## src/rtl/logic_unit_pkg.sv

```systemverilog
// Shared types for the 4-bit logic unit and its operand loader.
//   entry_state_e : operand-entry stage, encoded as shown on LEDG (0 = A .. 3 = ready)
//   func_e        : 2-bit logic-unit function select
package logic_unit_pkg;

    typedef enum logic [1:0] {
        StLoadA = 2'd0,
        StLoadB = 2'd1,
        StLoadF = 2'd2,
        StReady = 2'd3
    } entry_state_e;

    typedef enum logic [1:0] {
        FuncAnd = 2'd0,
        FuncOr  = 2'd1,
        FuncXor = 2'd2,
        FuncNor = 2'd3
    } func_e;

endpackage

```

## src/rtl/logic_operand_loader_if.sv

```systemverilog
// Operand-entry bus between the switch/key front panel and the logic-unit loader.
//   SW, KEY_n              : shared entry value and active-low load key (panel -> loader)
//   A, B, F                : committed operand triple (loader -> logic unit)
//   op_valid, stage, commit: triple valid flag, entry stage for LEDG, commit pulse
// master = panel/consumer side, slave = loader side.
interface logic_operand_loader_if #(
    parameter int unsigned DATA_W = 4
);
    import logic_unit_pkg::*;

    logic [DATA_W-1:0] SW;
    logic              KEY_n;
    logic [DATA_W-1:0] A;
    logic [DATA_W-1:0] B;
    func_e             F;
    logic              op_valid;
    entry_state_e      stage;
    logic              commit;

    modport master (
        output SW, KEY_n,
        input  A, B, F, op_valid, stage, commit
    );

    modport slave (
        input  SW, KEY_n,
        output A, B, F, op_valid, stage, commit
    );

endinterface

```

## src/rtl/key_debounce.sv

```systemverilog
// Synchronizer + debouncer for an asynchronous active-low push button.
//   clk_i, rst_i : clock, synchronous active-high reset
//   key_n_i      : raw key, active-low, asynchronous
//   level_o      : debounced key level (1 = released)
//   press_o      : one-cycle pulse on a debounced press (1 -> 0)
// A key held through reset never yields a press: presses are only armed once a
// full debounce window of released samples has been seen (needs DEBOUNCE_CYCLES > 2,
// since the two reset-value synchronizer samples read as released).
module key_debounce #(
    parameter int unsigned DEBOUNCE_CYCLES = 500000
) (
    input  logic clk_i,
    input  logic rst_i,
    input  logic key_n_i,
    output logic level_o,
    output logic press_o
);
    localparam int unsigned    RunW   = $clog2(DEBOUNCE_CYCLES + 1);
    localparam logic [RunW-1:0] RunMax = RunW'(DEBOUNCE_CYCLES);

    logic            meta_q, sync_q, last_q;
    logic            level_q, level_d;
    logic            armed_q, armed_d;
    logic            press_q, press_d;
    logic [RunW-1:0] run_q, run_d;
    logic            stable;

    // run_q: length of the current run of identical synchronized samples, saturating.
    always_comb begin
        run_d = RunW'(1);
        if (sync_q == last_q) begin
            run_d = (run_q == RunMax) ? run_q : run_q + RunW'(1);
        end
        stable  = (run_d == RunMax);
        level_d = stable ? sync_q : level_q;
        armed_d = armed_q | (stable & sync_q);
        press_d = armed_q & stable & ~sync_q & level_q;
    end

    always_ff @(posedge clk_i) begin
        if (rst_i) begin
            meta_q  <= 1'b1;
            sync_q  <= 1'b1;
            last_q  <= 1'b1;
            run_q   <= '0;
            level_q <= 1'b1;
            armed_q <= 1'b0;
            press_q <= 1'b0;
        end else begin
            meta_q  <= key_n_i;
            sync_q  <= meta_q;
            last_q  <= sync_q;
            run_q   <= run_d;
            level_q <= level_d;
            armed_q <= armed_d;
            press_q <= press_d;
        end
    end

    assign level_o = level_q;
    assign press_o = press_q;

endmodule

```

## src/rtl/logic_operand_loader.sv

```systemverilog
// Operand-entry stage for the 4-bit logic unit: captures A, B, then F from the shared
// switches on successive debounced key presses and commits the triple atomically.
//   CLOCK_50 : system clock
//   reset    : synchronous, active-high
//   bus      : slave side of logic_operand_loader_if (SW/KEY_n in; A/B/F/op_valid/stage/commit out)
// Optional: define ENTRY_TIMEOUT_EN to abort a partial entry after TIMEOUT_CYCLES idle
// cycles in LOAD_B/LOAD_F (committed outputs are kept).
module logic_operand_loader
    import logic_unit_pkg::*;
#(
    parameter int unsigned DATA_W          = 4,
    parameter int unsigned DEBOUNCE_CYCLES = 500000
`ifdef ENTRY_TIMEOUT_EN
    , parameter int unsigned TIMEOUT_CYCLES = 250000000
`endif
) (
    input logic                   CLOCK_50,
    input logic                   reset,
    logic_operand_loader_if.slave bus
);
    entry_state_e      state_q, state_d;
    logic [DATA_W-1:0] shadow_a_q, shadow_a_d;
    logic [DATA_W-1:0] shadow_b_q, shadow_b_d;
    logic [DATA_W-1:0] a_q, a_d;
    logic [DATA_W-1:0] b_q, b_d;
    func_e             f_q, f_d;
    logic              valid_q, valid_d;
    logic              commit;
    logic              key_press, key_level, press;
    logic              timeout;

    key_debounce #(
        .DEBOUNCE_CYCLES(DEBOUNCE_CYCLES)
    ) u_key_debounce (
        .clk_i  (CLOCK_50),
        .rst_i  (reset),
        .key_n_i(bus.KEY_n),
        .level_o(key_level),
        .press_o(key_press)
    );

    // A press always coincides with the debounced key being down.
    assign press = key_press & ~key_level;

`ifdef ENTRY_TIMEOUT_EN
    localparam int unsigned     IdleW   = $clog2(TIMEOUT_CYCLES + 1);
    localparam logic [IdleW-1:0] IdleEnd = IdleW'(TIMEOUT_CYCLES - 1);

    logic [IdleW-1:0] idle_q, idle_d;

    always_comb begin
        idle_d  = idle_q;
        timeout = 1'b0;
        if (press || state_q == StLoadA || state_q == StReady) begin
            idle_d = '0;
        end else if (idle_q == IdleEnd) begin
            timeout = 1'b1;
            idle_d  = '0;
        end else begin
            idle_d = idle_q + IdleW'(1);
        end
    end

    always_ff @(posedge CLOCK_50) begin
        if (reset) begin
            idle_q <= '0;
        end else begin
            idle_q <= idle_d;
        end
    end
`else
    assign timeout = 1'b0;
`endif

    always_comb begin
        state_d    = state_q;
        shadow_a_d = shadow_a_q;
        shadow_b_d = shadow_b_q;
        a_d        = a_q;
        b_d        = b_q;
        f_d        = f_q;
        valid_d    = valid_q;
        commit     = 1'b0;
        if (press) begin
            unique case (state_q)
                StLoadA: begin
                    shadow_a_d = bus.SW;
                    state_d    = StLoadB;
                end
                StLoadB: begin
                    shadow_b_d = bus.SW;
                    state_d    = StLoadF;
                end
                StLoadF: begin
                    a_d     = shadow_a_q;
                    b_d     = shadow_b_q;
                    f_d     = func_e'(bus.SW[1:0]);
                    valid_d = 1'b1;
                    commit  = 1'b1;
                    state_d = StReady;
                end
                StReady: state_d = StLoadA;
                default: state_d = StLoadA;
            endcase
        end else if (timeout) begin
            // Abandon the partial entry; the logic unit keeps its committed triple.
            state_d    = StLoadA;
            shadow_a_d = '0;
            shadow_b_d = '0;
        end
    end

    always_ff @(posedge CLOCK_50) begin
        if (reset) begin
            state_q    <= StLoadA;
            shadow_a_q <= '0;
            shadow_b_q <= '0;
            a_q        <= '0;
            b_q        <= '0;
            f_q        <= FuncAnd;
            valid_q    <= 1'b0;
        end else begin
            state_q    <= state_d;
            shadow_a_q <= shadow_a_d;
            shadow_b_q <= shadow_b_d;
            a_q        <= a_d;
            b_q        <= b_d;
            f_q        <= f_d;
            valid_q    <= valid_d;
        end
    end

    assign bus.A        = a_q;
    assign bus.B        = b_q;
    assign bus.F        = f_q;
    assign bus.op_valid = valid_q;
    assign bus.stage    = state_q;
    assign bus.commit   = commit;

endmodule
```

## src/flat_wrapper.sv

```systemverilog
// flat-port wrapper written by rule: the top's interface ports become plain ports
module logic_operand_loader_flat import logic_unit_pkg::*;
#(
    parameter int unsigned DATA_W          = 4,
    parameter int unsigned DEBOUNCE_CYCLES = 500000

)
  (CLOCK_50, reset, bus_SW, bus_KEY_n, bus_A, bus_B, bus_F, bus_op_valid, bus_stage, bus_commit);
  logic_operand_loader_if #(.DATA_W(DATA_W)) bus_i ();
  input logic CLOCK_50;
  input logic reset;
  input wire logic [$bits(bus_i.SW)-1:0] bus_SW;
  input wire logic [$bits(bus_i.KEY_n)-1:0] bus_KEY_n;
  output wire logic [$bits(bus_i.A)-1:0] bus_A;
  output wire logic [$bits(bus_i.B)-1:0] bus_B;
  output wire logic [$bits(bus_i.F)-1:0] bus_F;
  output wire logic [$bits(bus_i.op_valid)-1:0] bus_op_valid;
  output wire logic [$bits(bus_i.stage)-1:0] bus_stage;
  output wire logic [$bits(bus_i.commit)-1:0] bus_commit;
  assign bus_i.SW = bus_SW;
  assign bus_i.KEY_n = bus_KEY_n;
  assign bus_A = bus_i.A;
  assign bus_B = bus_i.B;
  assign bus_F = bus_i.F;
  assign bus_op_valid = bus_i.op_valid;
  assign bus_stage = bus_i.stage;
  assign bus_commit = bus_i.commit;
  logic_operand_loader #(.DATA_W(DATA_W), .DEBOUNCE_CYCLES(DEBOUNCE_CYCLES)) u_core (.CLOCK_50(CLOCK_50), .reset(reset), .bus(bus_i));
endmodule
```

## config.mk

```make
export PLATFORM = sky130hd
export DESIGN_NAME = logic_operand_loader_flat
export DESIGN_NICKNAME = d
export VERILOG_FILES = /design/src/rtl/logic_unit_pkg.sv /design/src/rtl/logic_operand_loader_if.sv /design/src/rtl/key_debounce.sv /design/src/rtl/logic_operand_loader.sv /design/src/flat_wrapper.sv
export SDC_FILE = /design/constraint.sdc
export NUM_CORES = 1
export LEC_CHECK = 0
export ABC_AREA = 1
export CORE_MARGIN = 2
export CORE_UTILIZATION = 54
export CTS_CLUSTER_SIZE = 25
export DETAILED_ROUTE_END_ITERATION = 8
export DONT_BUFFER_PORTS = 1
export GPL_TIMING_DRIVEN = 0
export PLACE_DENSITY_LB_ADDON = 0.15
export RECOVER_POWER = 25
export SLEW_MARGIN = 5
export SYNTH_ARGS = -nofsm -noshare
export SYNTH_HDL_FRONTEND = slang
export SYNTH_HIERARCHICAL = 1
export SYNTH_SLANG_ARGS = --single-unit
```

## constraint.sdc

```tcl
create_clock -name CLOCK_50 -period 2.8 [get_ports CLOCK_50]
set_clock_uncertainty 0.1 [all_clocks]
set_input_delay 0.28 -clock CLOCK_50 [delete_from_list [all_inputs] [get_ports CLOCK_50]]
set_output_delay 0.28 -clock CLOCK_50 [all_outputs]
set_load 0.01 [all_outputs]
```

# Word level (Yosys, flattened, before mapping)
# Cells that the tools add are included.
[classes]
n_addsub = 1
mul = 0
div = 0
n_lt_le_gt_ge = 0
eq_ne = 6
n_shift = 0
n_mux = 5
bitwise = 8
reduce_logical = 4
[ops]
columns = ["operator", "n"]
rows = [
  ["$eq 19x19->1 const B", 2],
  ["$mux 19", 2],
  ["$add 19x1->19 const B", 1],
  ["$pmux 2 s4", 1],
  ["$reduce_and 2->1", 3],
  ["$and 1x1->1", 5],
  ["$eq 2x2->1 const B", 2],
  ["$eq 2x1->1 const B", 1],
  ["$logic_not 2->1", 1],
  ["$mux 1", 2],
  ["$not 1->1", 2],
  ["$eq 1x1->1", 1],
  ["$or 1x1->1", 1],
]
[word_totals]
regBits = 46
latchBits = 0
mem_bits_rw = 0
mem_bits_ro = 0
input_bits = 7
out_inout_bits = 14
elab_cells = 38
n_memories = 0

# Longest topological paths before layout
# Gate-level depths: netlist of run 1.
[depth]
word_depth = 7
ltp_mapped = 15
mapped_depth_nobuf = 15

# By module
# The synthesis of run 1 kept the hierarchy.
[modules_own_cells]
columns = ["module", "instances", "cells_each", "area_per_inst_um2", "seq_area_each_um2"]
rows = [
  ["key_debounce", 1, 233, 1460.2, 500.5],
  ["logic_operand_loader", 1, 138, 915.9, 420.4],
]

# Least setup slack after synthesis of run 1
# No wires, ideal clock.
[synth_timing]
kind = "register -> register"
start = "register u_core.u_key_debounce.run_q[0]"
end = "register u_core.u_key_debounce.level_q, in the netlist u_core/u_key_debounce/level_o"
setup_ns = 0.120
arrival_ns = 1.602
required_time_ns = 2.580
slack_ns = 0.978
stages_incl_launch_ff = 13
path_buffers = 0
path_cell_list = "dfxtp_1 -> ha_1 -> nand2_2 -> nor2_4 -> nand2_2 -> o21bai_1 -> nand2_1 -> nor2_1 -> nand2_1 -> nor2_2 -> nand2_1 -> nand2_1 -> nand3_1"
[synth_via]
elab_chain_len = 4
elab_cells_between_ends = 5
cone_classes = "1 x add/sub; 2 x eq/ne; 2 x mux"
[synth_lines]
columns = ["element", "line_no", "text"]
rows = [
  ["start, declared", "key_debounce.sv:25", "logic [RunW-1:0] run_q, run_d;"],
  ["start signal, assigned", "key_debounce.sv:53", "run_q <= run_d;"],
  ["$add 19x1->19 or $eq 19x19->1 (tied branches)", "key_debounce.sv:32", "run_d = (run_q == RunMax) ? run_q : run_q + RunW'(1);"],
  ["$mux 19 (*)", "key_debounce.sv:32", ""],
  ["$mux 19 (*)", "key_debounce.sv:31", "if (sync_q == last_q) begin"],
  ["$eq 19x19->1 (*)", "key_debounce.sv:34", "stable = (run_d == RunMax);"],
  ["end signal, assigned", "key_debounce.sv:54", "level_q <= level_d;"],
  ["end, declared", "key_debounce.sv:22", "logic level_q, level_d;"],
]
# Every way passes the cells marked *; elsewhere a longest branch is shown, timed or not.
# A chain may end at the register's enable or synchronous reset.

# Final worst setup path of run 1
# Same ends and word-level chain as after synthesis.

==> impl_metrics.json, run 1 <==
{
  "number_of_flops_mapped_to_enable_cells_by_yosys": 0,
  "post_route_cells_drive_above_1_share_pct": 9.19,
  "track_usage_pct": 21.0,
  "cts.reportedPaths.clkPinSlew_ns": 0.09,
  "first_global_vias": 1863,
  "critPathLaunchType": "register",
  "finalInstanceArea_um2": 2560,
  "cts_tree": "built",
  "final-max-slew-violation-count": 0,
  "leakage_nw": 1.16,
  "hold_viol": 0,
  "power_total_mw": 1.14,
  "drt-vias-per-instance": 4.94,
  "die_area_um2": 4950,
  "critical_path.startpoint": "u_core/u_key_debounce/run_q[0]",
  "die_outline_width_um": 70.3,
  "critical_path.cell_chain": "ha_1 > nand2_2 > nor2_2 > nand2_1 > inv_2 > nand2_1 > nand2_1 > nand2_1 > nor2_1 > nand2_1 > nor2_2 > nand2_1 > nand2_1 > nand3_1",
  "max_slew_margin_pct": 66.3,
  "yosysWarnings": 6,
  "timing.final.crit_share_pct": 75.5,
  "outcome": "finished clean",
  "final.hold.worst_slack_ns": 0.0125,
  "synth_fp_nets": 384,
  "detail_route.drc_violations": 0,
  "post_cts_buffers": 0,
  "drt_pre_antenna_iters": 4,
  "placed_cell_area_um2": 2440,
  "grt_antenna_before_repair": 0,
  "synth-seq-cells": 46,
  "drt_iter0_drc": 138,
  "tritoncts.num_buffers": 5,
  "crit-reg2reg-capture": "u_core/u_key_debounce/level_o",
  "cts-root-to-sink-buffers": 2,
  "io_port_bufs": 0,
  "finalWeightedCongestion": 0.905,
  "crit_path_slowest_cell": "sky130_fd_sc_hd__dfxtp_1",
  "finish.net_count": 393,
  "clkLatencyLatePin_ns": 0.30,
  "io_pins": 21,
  "critPathCaptureType": "register",
  "critical_path_arrival_ns": 2.21,
  "max_slew.worst_pin.slew_ns": 0.505,
  "std_cell_rows": 24,
  "max-vdd-ir-drop_mv": 0.289,
  "core_region_area_um2": 4290,
  "netlist_instances": 371,
  "antennaDiodeCount": 0,
  "rrSetupSlack_ns": 0.69,
  "vias": 2138,
  "rsz_0062_raised_after_global_routing": "no",
  "finalSetupViolations": 0,
  "htreeDepth": 2,
  "maxCapViolCount": 0,
  "netlist-cell-type-count": 25,
  "hp-class": "in2reg",
  "fillerInstances": 449,
  "worst-setup-path-type": "reg2reg",
  "synth.most_common_cell": "sky130_fd_sc_hd__nand2_1",
  "final_hpwl_from_detailed_placement_mm": 3.60,
  "post_synth_instance_area_um2": 2380,
  "initial_utilization_pct": 55.3,
  "synth_top_cell_by_area": "sky130_fd_sc_hd__dfxtp_1",
  "leading_register_cell_type_out_of_synthesis": "sky130_fd_sc_hd__dfxtp_1",
  "cts_root_buf": "sky130_fd_sc_hd__clkbuf_8",
  "clock_sink_count": 46,
  "reg2reg_depth": 14,
  "critical_path_required_ns": 2.89,
  "fmax_mhz": 473,
  "synth.avg_cell_area_um2": 6.40,
  "maximum_number_of_pins_on_one_net_before_global_route_repair": 15,
  "crit_end": "u_core/u_key_debounce/level_o",
  "maximum_single_stage_delay_on_the_critical_path_ns": 0.43,
  "critical_path.max_fanout": 5,
  "totalNegativeSetupSlack_ns": 0,
  "yosys-top-cells-area": "sky130_fd_sc_hd__dfxtp_1 (39%), sky130_fd_sc_hd__nand2_1 (17%), sky130_fd_sc_hd__nor2_1 (13%)",
  "r2r_start": "u_core/u_key_debounce/run_q[0]",
  "layout_area_growth_over_synthesis_pct": 7.58,
  "final_period_minus_worst_setup_slack_ns": 2.11,
  "dieHeight_um": 70.3,
  "multiInputGateArea_um2": 1230,
  "pwr_density_cell_nw_per_um2": 445,
  "cp_common_cell": "sky130_fd_sc_hd__nand2_1",
  "yosys-top-cells-count": "sky130_fd_sc_hd__nand2_1 (107), sky130_fd_sc_hd__nor2_1 (83), sky130_fd_sc_hd__inv_1 (47), sky130_fd_sc_hd__dfxtp_1 (46), sky130_fd_sc_hd__nand3_1 (30)",
  "synth-seq-area-share_pct": 38.8,
  "globalRouteOverflowTotal": 0,
  "routed_wire_length_per_instance_um": 11.1,
  "synth.top_cell.area_share_pct": 38.8,
  "place_worst_setup_slack_ns": 0.702,
  "first_pass_grt_wire_length_mm": 8.27,
  "detail-route-antenna-nets": 0,
  "sequential_area_um2": 921,
  "totalWireLength_mm": 4.82,
  "synth_async_sr_flop_share_pct": 0,
  "postLayoutSetupSlackWorst_ns": 0.687
}
-- stage by stage --
| stage | std cells | utilization, % |
|---|---|---|
| 3_3_place_gp | 423 | 56.8 |
| 5_1_grt | 433 | 59.5 |
| 4_1_cts | 433 | 59.5 |
| 3_5_place_dp | 423 | 56.8 |
| 2_1_floorplan | 371 | - |
| 6_report | 433 | 59.5 |
-- repair_timing --
| item | in CTS | in global routing |
|---|---|---|
| hold buffers | 2 | 0 |
| endpoints found under the hold margin | 4 | 0 |
| resized for setup | 0 | 0 |
-- per-layer routing --
| metal | GRT usage, % | wire (um) | vias to the layer above |
|---|---|---|---|
| met4 | 6.20 | 55 | 0 |
| met1 | 29.3 | 2410 | 939 |
| li1 | - | - | 1150 |
| met3 | 6.06 | 233 | 6 |
| met2 | 31.3 | 2120 | 43 |
| met5 | 0 | 0 | - |
-- worst min-delay path by stage --
stage,start,end,depth (start not counted)
after global routing,bus_SW[3],u_core/shadow_a_q[3],2
final,bus_SW[3],u_core/shadow_a_q[3],2
after detailed placement,reset,u_core/bus.op_valid,1
after global placement,reset,u_core/bus.op_valid,1
after CTS,bus_SW[0],u_core/bus.F[0],2
after floorplan,reset,u_core/bus.op_valid,1
-- flip-flops by register name, summed over array words and instances, names as in the netlist, 2 cells and up --
signal,flops
u_core/bus.B,4
u_core/bus.F,2
u_core/bus.stage,2
u_core/shadow_a_q,4
u_core/u_key_debounce/run_q,19
u_core/bus.A,4
u_core/shadow_b_q,4
-- worst max-delay path, delay by kind of cell (launching register included) --
kind	cells	cell delay (ns)
adders and majority gates	1	0.30
buffers and inverters	1	0.07
DFF	1	0.43
and+or+nand+nor	12	1.11
-- logic make-up after synthesis --
logic type | after synthesis | synth area share (%)
adders and majority gates | 6 | 3.16
AOI/OAI and AO/OA | 15 | 3.74
DFF | 46 | 38.8
buffers and inverters | 56 | 9.32
and+or+nand+nor | 247 | 44.3
xor gates and xnor gates | 1 | 0.685
-- final cells by class --
class                   instances  area share, %
multi-input cells             269           48.3
plain buffers                   6           1.32
repair buffers                  2          0.783
inverters                      50           7.34
clock inverters                 2          0.489
flip-flops and latches         46           36.0
clock buffers                   6           3.23
well taps                      52           2.55
-- power breakdown --
part | total [mW] | leakage [nW] | internal [mW] | switching, mW
registers | 0.665 | 0.372 | 0.659 | 0.00655
clock network | 0.425 | 0.0472 | 0.199 | 0.226
logic | 0.0473 | 0.741 | 0.0154 | 0.0319
total | 1.14 | 1.16 | 0.873 | 0.265
-- cell usage in the layout (no fill, tap or decap), types with 2 or more instances in the layout --
master                          Yosys  layout
sky130_fd_sc_hd__nor2_2             6       6
sky130_fd_sc_hd__ha_1               6       6
sky130_fd_sc_hd__nand3_2            3       3
sky130_fd_sc_hd__nor2_4             2       2
sky130_fd_sc_hd__nand4_1            4       4
sky130_fd_sc_hd__clkbuf_8           0       6
sky130_fd_sc_hd__inv_1             47      47
sky130_fd_sc_hd__dlygate4sd3_1      0       2
sky130_fd_sc_hd__nand2_2            3       3
sky130_fd_sc_hd__or2_2              4       4
sky130_fd_sc_hd__a21oi_1            7       7
sky130_fd_sc_hd__dfxtp_1           46      46
sky130_fd_sc_hd__buf_2              3       3
sky130_fd_sc_hd__nor3_1             3       3
sky130_fd_sc_hd__o21bai_1           4       4
sky130_fd_sc_hd__clkbuf_1           2       2
sky130_fd_sc_hd__inv_2              2       2
sky130_fd_sc_hd__nor2_1            83      83
sky130_fd_sc_hd__nand2_1          107     107
sky130_fd_sc_hd__o21ai_0            3       3
sky130_fd_sc_hd__nand3_1           30      30
Power figures use the tool's default switching activity.
==> run 2: changes to the inputs <==
==> constraint.sdc (replaced) <==
create_clock -name CLOCK_50 -period 1.94 [get_ports CLOCK_50]
set_clock_uncertainty 0.1 [all_clocks]
set_input_delay 0.194 -clock CLOCK_50 [delete_from_list [all_inputs] [get_ports CLOCK_50]]
set_output_delay 0.194 -clock CLOCK_50 [all_outputs]
set_load 0.01 [all_outputs]
==> run 2 against run 1 <==
Net effect: global-route usage rose by 0.15 points; cell count rose by 1.6%; largest cell class unchanged; utilization rose by 4.8 points; critical path depth fell by 5.
==> impl_metrics.json, run 2 (same netlist as run 1, synthesis figures left out) <==
{
  "cts.reportedPaths.clkPinSlew_ns": 0.08,
  "worst_hold_path.num_cells": 2,
  "final_common_cell": "sky130_fd_sc_hd__nand2_1",
  "die_outline_width_um": 70.3,
  "finish.net_count": 400,
  "tritoncts.num_buffers": 5,
  "reg2reg_depth": 9,
  "routed_wire_length_per_instance_um": 11.5,
  "grt_util_met1_pct": 29.3,
  "clkLatencyLatePin_ns": 0.30,
  "max_slew.worst_pin.slew_ns": 0.497,
  "critical_path.max_fanout": 10,
  "dieHeight_um": 70.3,
  "postLayoutSetupSlackWorst_ns": 0.0765,
  "cts-root-to-sink-buffers": 2,
  "std_cell_rows": 24,
  "io_port_bufs": 0,
  "cts_tree": "built",
  "globalRouteOverflowTotal": 0,
  "drt_pre_antenna_iters": 4,
  "rrSetupSlack_ns": 0.08,
  "first_pass_grt_wire_length_mm": 8.34,
  "initial_utilization_pct": 55.3,
  "critPathCaptureType": "register",
  "drt_iter0_drc": 158,
  "finalSetupViolations": 0,
  "max_slew_margin_pct": 66.9,
  "hold_viol": 0,
  "vias": 2163,
  "post_placement_cell_count": 423,
  "post_route_cells_drive_above_1_share_pct": 18.6,
  "cts_root_buf": "sky130_fd_sc_hd__clkbuf_8",
  "placed_cell_area_um2": 2440,
  "maxCapViolCount": 0,
  "die_area_um2": 4950,
  "fmax_mhz": 537,
  "io_pins": 21,
  "critPathLaunchType": "register",
  "timing.final.crit_share_pct": 96.1,
  "detail_route.drc_violations": 0,
  "layout_area_growth_over_synthesis_pct": 16.2,
  "final-max-slew-violation-count": 0,
  "leakage_nw": 1.23,
  "fillerInstances": 413,
  "clock_sink_count": 46,
  "totalNegativeSetupSlack_ns": 0,
  "largest_register_ff_count": 19,
  "first_global_vias": 1892,
  "grt_antenna_before_repair": 0,
  "antennaDiodeCount": 0,
  "totalWireLength_mm": 5.04,
  "worst_path_dominant_cell_family": "simple AND/OR/NAND/NOR gates",
  "critical_path.cell_chain": "xnor2_4 > buf_2 > nand2_1 > nor2_1 > nand3_1 > nor2_4 > nand2_2 > nand2_1 > nand3_1",
  "final_hpwl_from_detailed_placement_mm": 3.60,
  "highest_count_cells_in_the_layout_ignoring_fill_and_taps": "sky130_fd_sc_hd__nand2_1 (104), sky130_fd_sc_hd__nor2_1 (77), sky130_fd_sc_hd__inv_1 (44)",
  "max_flop_register": "u_core/u_key_debounce/run_q",
  "detail-route-antenna-nets": 0,
  "maximum_single_stage_delay_on_the_critical_path_ns": 0.38,
  "track_usage_pct": 21.1,
  "final.hold.worst_slack_ns": 0.185,
  "pwr_density_cell_nw_per_um2": 607,
  "htreeDepth": 2,
  "maximum_number_of_pins_on_one_net_before_global_route_repair": 15,
  "hp-class": "in2reg",
  "routing_usage_on_met2_pct": 32.0,
  "critPathBufInv": 1,
  "finalWeightedCongestion": 0.905,
  "max-vdd-ir-drop_mv": 0.419,
  "finalInstanceArea_um2": 2760,
  "worst-path-stages": 9,
  "rsz_0062_raised_after_global_routing": "yes",
  "crit_path_slowest_cell": "sky130_fd_sc_hd__dfxtp_1",
  "core_region_area_um2": 4290,
  "final-instance-count-excl-fill": 440,
  "critical_path_required_ns": 2.03,
  "critical_path_arrival_ns": 1.96,
  "drt-vias-per-instance": 4.92,
  "outcome": "finished clean",
  "global_route.usage.met3_pct": 5.92,
  "final_period_minus_worst_setup_slack_ns": 1.86,
  "worst-setup-path-type": "reg2reg",
  "gr-max-usage-layer": "met2",
  "place_worst_setup_slack_ns": -0.158
}
==> run 2: cell count changes in the layout (fill, tap and decap cells not counted), moves of 3 or more <==
cell,delta
sky130_fd_sc_hd__nand2_1,-3
sky130_fd_sc_hd__inv_1,-3
sky130_fd_sc_hd__dfxtp_2,+11
sky130_fd_sc_hd__nand3_1,-3
sky130_fd_sc_hd__dfxtp_1,-15
sky130_fd_sc_hd__dlygate4sd3_1,+4
sky130_fd_sc_hd__nand3_2,+3
sky130_fd_sc_hd__dfxtp_4,+4
sky130_fd_sc_hd__nor2_1,-6
sky130_fd_sc_hd__buf_4,+4
sky130_fd_sc_hd__nor2_4,+4
==> run 2: stage by stage <==
stage / power (mW) / util (%)
3_3_place_gp: 1.05 / 56.8
6_report: 1.68 / 64.3
4_1_cts: 1.68 / 61.0
3_5_place_dp: 1.05 / 56.8
5_1_grt: 1.74 / 64.3
2_1_floorplan: 1.03 / -
==> run 2: path summary, 6_finish.rpt <==
| check | endpoint | start |
|---|---|---|
| worst max-delay path | u_core/u_key_debounce/level_o | u_core/u_key_debounce/sync_q |
| worst min-delay path | u_core/u_key_debounce/run_q[2] | reset |
| worst max register to register | u_core/u_key_debounce/level_o | u_core/u_key_debounce/sync_q |
| worst min register to register | u_core/u_key_debounce/sync_q | u_core/u_key_debounce/meta_q |
==> run 2: per-layer routing <==
layer / vias up / share of wire (%)
met5: - / 0
met4: 0 / 1.0
met3: 4 / 4.9
met2: 39 / 46
met1: 956 / 48
li1: 1164 / -
==> run 2: where the power goes <==
group          switching [mW]  total [mW]  internal, mW  leakage, nW
clock                   0.326       0.613         0.287       0.0472
sequential             0.0147       0.964         0.949        0.380
combinational          0.0580      0.0983        0.0403        0.803
==> run 2: layout make-up <==
class / instances / area (um^2) / share of cell area [%]
buffer: 5 / 28.8 / 1.04
clock buffer: 6 / 82.6 / 2.99
inverter: 50 / 193 / 6.98
tap: 52 / 65.1 / 2.36
multi-input combinational: 269 / 1340 / 48.5
sequential: 46 / 950 / 34.4
timing repair buffer: 10 / 90.1 / 3.26
clock inverter: 2 / 12.5 / 0.453
==> run 2: repair_timing <==
action / CTS / global route
pin swaps: 0 / 20
gates resized for setup: 7 / 41
setup endpoints to repair: 3 / 4
buffers inserted: 0 / 4
hold buffers: 6 / 0
endpoints found under the hold margin: 19 / 0
==> run 2: worst reg2reg max path, delay by kind of cell, from the launching register on <==
kind	cells	cell delay [ns]
simple gates	7	0.67
flops	1	0.38
buf+inv	1	0.31
xor+xnor	1	0.29
